## src/rtl/load_store_unit.sv

```systemverilog
// Memory stage of the RV32I pipeline: ALU pass-through, byte-lane aligned stores and
// sign/zero-extended loads over a req/gnt/rvalid bus. Optional macro: LSU_MISALIGN_TRAP_EN.
module load_store_unit #(
  parameter int BUS_TIMEOUT = 255
) (
  input  logic        clk,
  input  logic        rst_n,
  input  logic        ex_valid_i,
  input  logic        flush_i,
  input  logic [31:0] alu_data_i,
  input  logic [31:0] rs2_data_i,
  input  logic        mem_read_i,
  input  logic        mem_write_i,
  input  logic [2:0]  funct3_i,
  input  logic [4:0]  rd_i,
  input  logic        reg_write_i,
  output logic        stall_o,
  output logic        dmem_req_o,
  output logic        dmem_we_o,
  output logic [31:0] dmem_addr_o,
  output logic [31:0] dmem_wdata_o,
  output logic [3:0]  dmem_wstrb_o,
  input  logic        dmem_gnt_i,
  input  logic        dmem_rvalid_i,
  input  logic [31:0] dmem_rdata_i,
  output logic        wb_valid_o,
  output logic [31:0] wb_data_o,
  output logic [4:0]  wb_rd_o,
  output logic        wb_reg_write_o,
  output logic        bus_err_o
`ifdef LSU_MISALIGN_TRAP_EN
  ,
  output logic        misalign_o
`endif
);

  typedef enum logic [1:0] {IDLE = 2'd0, REQ = 2'd1, RESP = 2'd2} state_t;

  localparam logic [7:0] TO_LAST = 8'(BUS_TIMEOUT - 1);

  function automatic logic [3:0] lane_strb(input logic [1:0] size, input logic [1:0] a);
    case (size)
      2'b00:   return 4'b0001 << a;
      2'b01:   return 4'b0011 << {a[1], 1'b0};
      default: return 4'b1111;
    endcase
  endfunction

  function automatic logic [31:0] lane_wdata(input logic [1:0] size, input logic [31:0] d);
    case (size)
      2'b00:   return {4{d[7:0]}};
      2'b01:   return {2{d[15:0]}};
      default: return d;
    endcase
  endfunction

  function automatic logic [31:0] load_extend(input logic [2:0] f3, input logic [1:0] a,
                                              input logic [31:0] rdata);
    logic [7:0]  b;
    logic [15:0] h;
    case (a)
      2'd0:    b = rdata[7:0];
      2'd1:    b = rdata[15:8];
      2'd2:    b = rdata[23:16];
      default: b = rdata[31:24];
    endcase
    h = a[1] ? rdata[31:16] : rdata[15:0];
    case (f3)
      3'b000:  return {{24{b[7]}}, b};
      3'b100:  return {24'd0, b};
      3'b001:  return {{16{h[15]}}, h};
      3'b101:  return {16'd0, h};
      default: return rdata;
    endcase
  endfunction

  state_t      state_q, state_d;
  logic        idle_go, mem_op, misal, accept, pass;
  logic        store_done, load_done, timeout;

  logic [31:0] addr_p1, wdata_p1;
  logic [3:0]  wstrb_p1;
  logic [1:0]  off_p1;
  logic [2:0]  f3_p1;
  logic [4:0]  rd_p1;
  logic        we_p1, regw_p1;
  logic [7:0]  cnt_p1;

  logic        vld_p2, regw_p2, bus_err_p2;
  logic [31:0] wb_data_p2;
  logic [4:0]  wb_rd_p2;

  assign mem_op  = mem_read_i | mem_write_i;
  // Reset gates accept so stall_o falls with rst_n even while EX still presents work.
  assign idle_go = rst_n & (state_q == IDLE) & ex_valid_i & ~flush_i;
`ifdef LSU_MISALIGN_TRAP_EN
  assign misal   = ((funct3_i[1:0] == 2'b01) && alu_data_i[0]) ||
                   ((funct3_i[1:0] == 2'b10) && (alu_data_i[1:0] != 2'b00));
`else
  assign misal   = 1'b0;
`endif
  assign accept  = idle_go & mem_op & ~misal;
  assign pass    = idle_go & ~mem_op;

  assign store_done = (state_q == REQ) & dmem_gnt_i & we_p1;
  assign load_done  = (state_q == RESP) & dmem_rvalid_i;
  assign timeout    = ((state_q == REQ) | (state_q == RESP)) & (cnt_p1 == TO_LAST) &
                      ~store_done & ~load_done;

  always_ff @(posedge clk or negedge rst_n) begin
    if (!rst_n) state_q <= IDLE;
    else        state_q <= state_d;
  end

  always_comb begin
    state_d = state_q;
    case (state_q)
      IDLE: if (accept) state_d = REQ;
      REQ: begin
        if (store_done)      state_d = IDLE;
        else if (timeout)    state_d = IDLE;
        else if (dmem_gnt_i) state_d = RESP;
      end
      RESP: if (load_done || timeout) state_d = IDLE;
      default: state_d = IDLE;
    endcase
  end

  always_comb begin
    dmem_req_o = 1'b0;
    stall_o    = accept;
    case (state_q)
      REQ: begin
        dmem_req_o = 1'b1;
        stall_o    = ~store_done & ~timeout;
      end
      RESP:    stall_o = ~load_done & ~timeout;
      default: ;
    endcase
  end

  // EX -> MEM: capture the accepted access and hold it stable until the bus takes it
  always_ff @(posedge clk or negedge rst_n) begin
    if (!rst_n) begin
      addr_p1  <= '0;
      wdata_p1 <= '0;
      wstrb_p1 <= '0;
      off_p1   <= '0;
      f3_p1    <= '0;
      rd_p1    <= '0;
      we_p1    <= 1'b0;
      regw_p1  <= 1'b0;
      cnt_p1   <= '0;
    end else begin
      if (accept) begin
        addr_p1  <= {alu_data_i[31:2], 2'b00};
        off_p1   <= alu_data_i[1:0];
        wdata_p1 <= lane_wdata(funct3_i[1:0], rs2_data_i);
        wstrb_p1 <= lane_strb(funct3_i[1:0], alu_data_i[1:0]);
        f3_p1    <= funct3_i;
        rd_p1    <= rd_i;
        we_p1    <= mem_write_i;
        regw_p1  <= reg_write_i;
        cnt_p1   <= '0;
      end else if (state_q != IDLE) begin
        cnt_p1   <= cnt_p1 + 8'd1;
      end
    end
  end

  // MEM -> WB: one-cycle writeback and error pulses
  always_ff @(posedge clk or negedge rst_n) begin
    if (!rst_n) begin
      vld_p2     <= 1'b0;
      wb_data_p2 <= '0;
      wb_rd_p2   <= '0;
      regw_p2    <= 1'b0;
      bus_err_p2 <= 1'b0;
    end else begin
      vld_p2     <= 1'b0;
      bus_err_p2 <= timeout;
      if (pass) begin
        vld_p2     <= 1'b1;
        wb_data_p2 <= alu_data_i;
        wb_rd_p2   <= rd_i;
        regw_p2    <= reg_write_i;
      end else if (store_done) begin
        vld_p2     <= 1'b1;
        wb_data_p2 <= '0;
        wb_rd_p2   <= rd_p1;
        regw_p2    <= 1'b0;
      end else if (load_done) begin
        vld_p2     <= 1'b1;
        wb_data_p2 <= load_extend(f3_p1, off_p1, dmem_rdata_i);
        wb_rd_p2   <= rd_p1;
        regw_p2    <= regw_p1;
      end
    end
  end

`ifdef LSU_MISALIGN_TRAP_EN
  logic misalign_p2;

  always_ff @(posedge clk or negedge rst_n) begin
    if (!rst_n) misalign_p2 <= 1'b0;
    else        misalign_p2 <= idle_go & mem_op & misal;
  end

  assign misalign_o = misalign_p2;
`endif

  assign dmem_we_o      = we_p1;
  assign dmem_addr_o    = addr_p1;
  assign dmem_wdata_o   = wdata_p1;
  assign dmem_wstrb_o   = wstrb_p1;
  assign wb_valid_o     = vld_p2;
  assign wb_data_o      = wb_data_p2;
  assign wb_rd_o        = wb_rd_p2;
  assign wb_reg_write_o = regw_p2;
  assign bus_err_o      = bus_err_p2;

endmodule

```

## config.mk

```make
export PLATFORM = sky130hd
export DESIGN_NAME = load_store_unit
export DESIGN_NICKNAME = d
export VERILOG_FILES = /design/src/rtl/load_store_unit.sv
export SDC_FILE = /design/constraint.sdc
export NUM_CORES = 1
export LEC_CHECK = 0
export ABC_AREA = 1
export CORE_ASPECT_RATIO = 0.9
export CORE_MARGIN = 2
export CORE_UTILIZATION = 35
export CTS_CLUSTER_DIAMETER = 50
export DETAILED_ROUTE_END_ITERATION = 10
export HOLD_SLACK_MARGIN = 0.08
export REMOVE_ABC_BUFFERS = 1
export SLEW_MARGIN = 10
export SYNTH_ARGS = -nofsm -noshare
export SYNTH_HDL_FRONTEND = slang
export SYNTH_SLANG_ARGS = --single-unit
```

## constraint.sdc

```tcl
create_clock -name clk -period 2.5 [get_ports clk]
set_input_delay 0.75 -clock clk [delete_from_list [all_inputs] [get_ports clk]]
set_output_delay 0.75 -clock clk [all_outputs]
set_load 0.005 [all_outputs]
```

==> metrics.cfg <==
[layout]
layout_common_cells=nand2_1 (238), clkdlybuf4s50_1 (216), nor2_1 (137), dfrtp_1 (128), inv_1 (103)
fin_nets=1269
postLayoutCellArea_um2=10000
areaGrowthSynthToFinish_pct=48.2
fin_cells=1413
drive_gt1_share_pct=9.37
fillers=1877
final_common_cell=nand2_1
diodes=0

[clock_network]
cts.sinks=128
htree_num_levels=4
cts_tree=built
clock_latency_ns=0.42
cts_made_buffers=17
clk_path_buf_depth=2
clk_pin_slew_ns=0.06
hold_buffers=0
cts_root_buf=clkbuf_16

[synth]
syn_area_per_cell_um2=7.35
ys_seq_area_share_pct=47.3
synth_top_area_share_pct=47.3
synthCells=922
ys_seq_elements=128
syn_area_um2=6770
yosysTopAreaCell=dfrtp_1
yosysWarnings=0
async_flop_share_pct=100
synth_edf_count=0
synth_area_leaders=dfrtp_1 (47%), nand2_1 (13%), nor2_1 (7.6%), o21ai_0 (6.8%), inv_1 (5.8%)
synth_ff_type=dfrtp_1
synth.distinct_cells=31

[critical_path]
r2r_slack_ns=0.38
cp.buffers_inverters=2
cp-end-kind=primary output
cp_top_family=flip-flops
required_ns=1.75
crit_slowest_cell=dfrtp_1
cp-start-kind=register
cpPeakStageDelay_ns=0.36
path_max_fanout=2
crit_path_cell_trace=inv_2 -> ha_4 -> nand2_4 -> nor2_4 -> nand3_2 -> o2111ai_2 -> o21ai_2 -> buf_2
worst_ep_arrival_time_ns=1.69
worstSetupPathType=reg -> out

[global_routing]
grt_pass1_wl_mm=33.0
grt_max_degree=75
grt.overflow.total=0
grt_util_all_layers_pct=20.6
grt_pass1_vias=6290
antenna_found_initial=0

[drt]
drt-initial-drc-count=274
wl_per_cell_um=14.6
viasPerCell=4.62
route.detailed.drc=0
first_pass_iters=5
vias=6529
wirelength_mm=20.6
antenna_left=0

[placed_design]
gp_congestion=0.801
dp_hpwl_mm=15.0
placed_area_um2=9360
io_buffer_count=221
placedCellCount=1378
dpl_worst_slack_ns=-0.568

[pwr]
p_switching_mw=4.30
p_per_area_nw_per_um2=1180
pwr-share-clk_pct=21.4
power_mw=11.8
seqPwrFrac_pct=32.0
vdd_ir_drop_max_mv=0.457
p_leak_nw=4.91
pwr-share-comb_pct=46.6
swShare_pct=36.3
power.internal_mw=7.55

[die]
ios=224
die_area_um2=20500
rows=48
dieWidth_um=151
die_h_um=136
initial_utilization_pct=35.5
core_area_um2=19100

[run_status]
status=finished clean

[sta]
maxSlewHeadroom_pct=49.4
min_period_ns=2.44
fin_crit_sh_pct=97.4
setup_violations=0
finClkSkew_ns=0.0111
layout_setup_ws_ns=0.0639
hold_slack_ns=0.325
fmax_ghz=0.410
drv_slew=0
worst_pin_slew_ns=0.758
rsz0062_at_grt=yes
finalHoldViolCount=0

[min_path]
hp-class=in -> async

[job]
cap_violations=0

cells by family (layout without fill, tap and decap cells):
group / Yosys count / after routing / share of synthesized area (%)
compound gates: 205 / 205 / 16.2
fa+ha+maj: 6 / 6 / 1.11
buf+inv: 160 / 400 / 10.1
flops: 128 / 128 / 47.3
other cells: 1 / 2 / 0.0554
simple gates: 422 / 422 / 25.2
stage by stage:
step | util, % | TNS [ns]
after global routing | 52.6 | -0.0732
final | 52.6 | 0
after detailed placement | 49.0 | -10.33
after floorplan | - | -122.01
after CTS | 52.4 | -0.0244
after global placement | 49.0 | -8.04
power by group through the flow:
stage	Sequential [mW]	Clock (mW)	Combinational [mW]
final	3.79	2.54	5.52
after detailed placement	3.80	0	5.49
after global routing	3.95	2.69	6.23
after global placement	3.80	0	5.43
after floorplan	3.78	0	2.47
after CTS	3.79	2.60	5.53
Yosys cell counts, types with 2 or more instances:
library cell,instances
nand3_2,2
o211ai_1,9
nand2_1,239
nor2_1,138
clkbuf_1,15
ha_1,6
inv_2,3
a21oi_1,66
buf_4,6
o21ai_1,25
clkinv_2,2
a21oi_2,10
nor2_4,3
dfrtp_1,128
nand2_2,3
nand3_1,26
nand2_4,3
o21ai_0,92
inv_1,105
buf_6,4
nor3_1,4
buf_2,24
final cells by class:
type	count	area (µm²)	area share [%]
sequential	128	3200	31.9
multi-input combinational	635	2960	29.5
timing repair buffer	258	2550	25.4
clock inverter	12	131	1.31
inverter	110	415	4.14
clock buffer	20	467	4.65
tap	250	313	3.12
routing by layer:
metal / up-vias / track usage [%] / wire length [µm]
li1: 3353 / - / -
met1: 2952 / 27.2 / 9370
met2: 208 / 32.7 / 9110
met3: 16 / 7.38 / 1910
met4: 0 / 4.57 / 177
met5: - / 0 / 0
flip-flops by register name, summed over array words and instances (netlist names), 2 cells and up:
signal / count
dmem_wstrb_o: 4
off_p1: 2
cnt_p1: 8
dmem_addr_o: 30
state_q: 2
wb_data_o: 32
f3_p1: 3
wb_rd_o: 5
rd_p1: 5
dmem_wdata_o: 32
path summary, 6_finish.rpt:
path                            start               end  cells after the start
min                             rst_n     wb_data_o[27]                      2
min in group clk              regw_p1           regw_p1                      2
max                        state_q[0]           stall_o                      8
min reg2reg                   regw_p1           regw_p1                      2
max reg2reg                state_q[1]          f3_p1[0]                     11
max in group asynchronous       rst_n  dmem_wdata_o[12]                      3
timing repair:
item	in CTS	in global routing
pin swaps	5	3
resized for setup	15	8
setup endpoints to repair	3	1
buffers inserted	3	0
(Power assumes the default switching activity.)
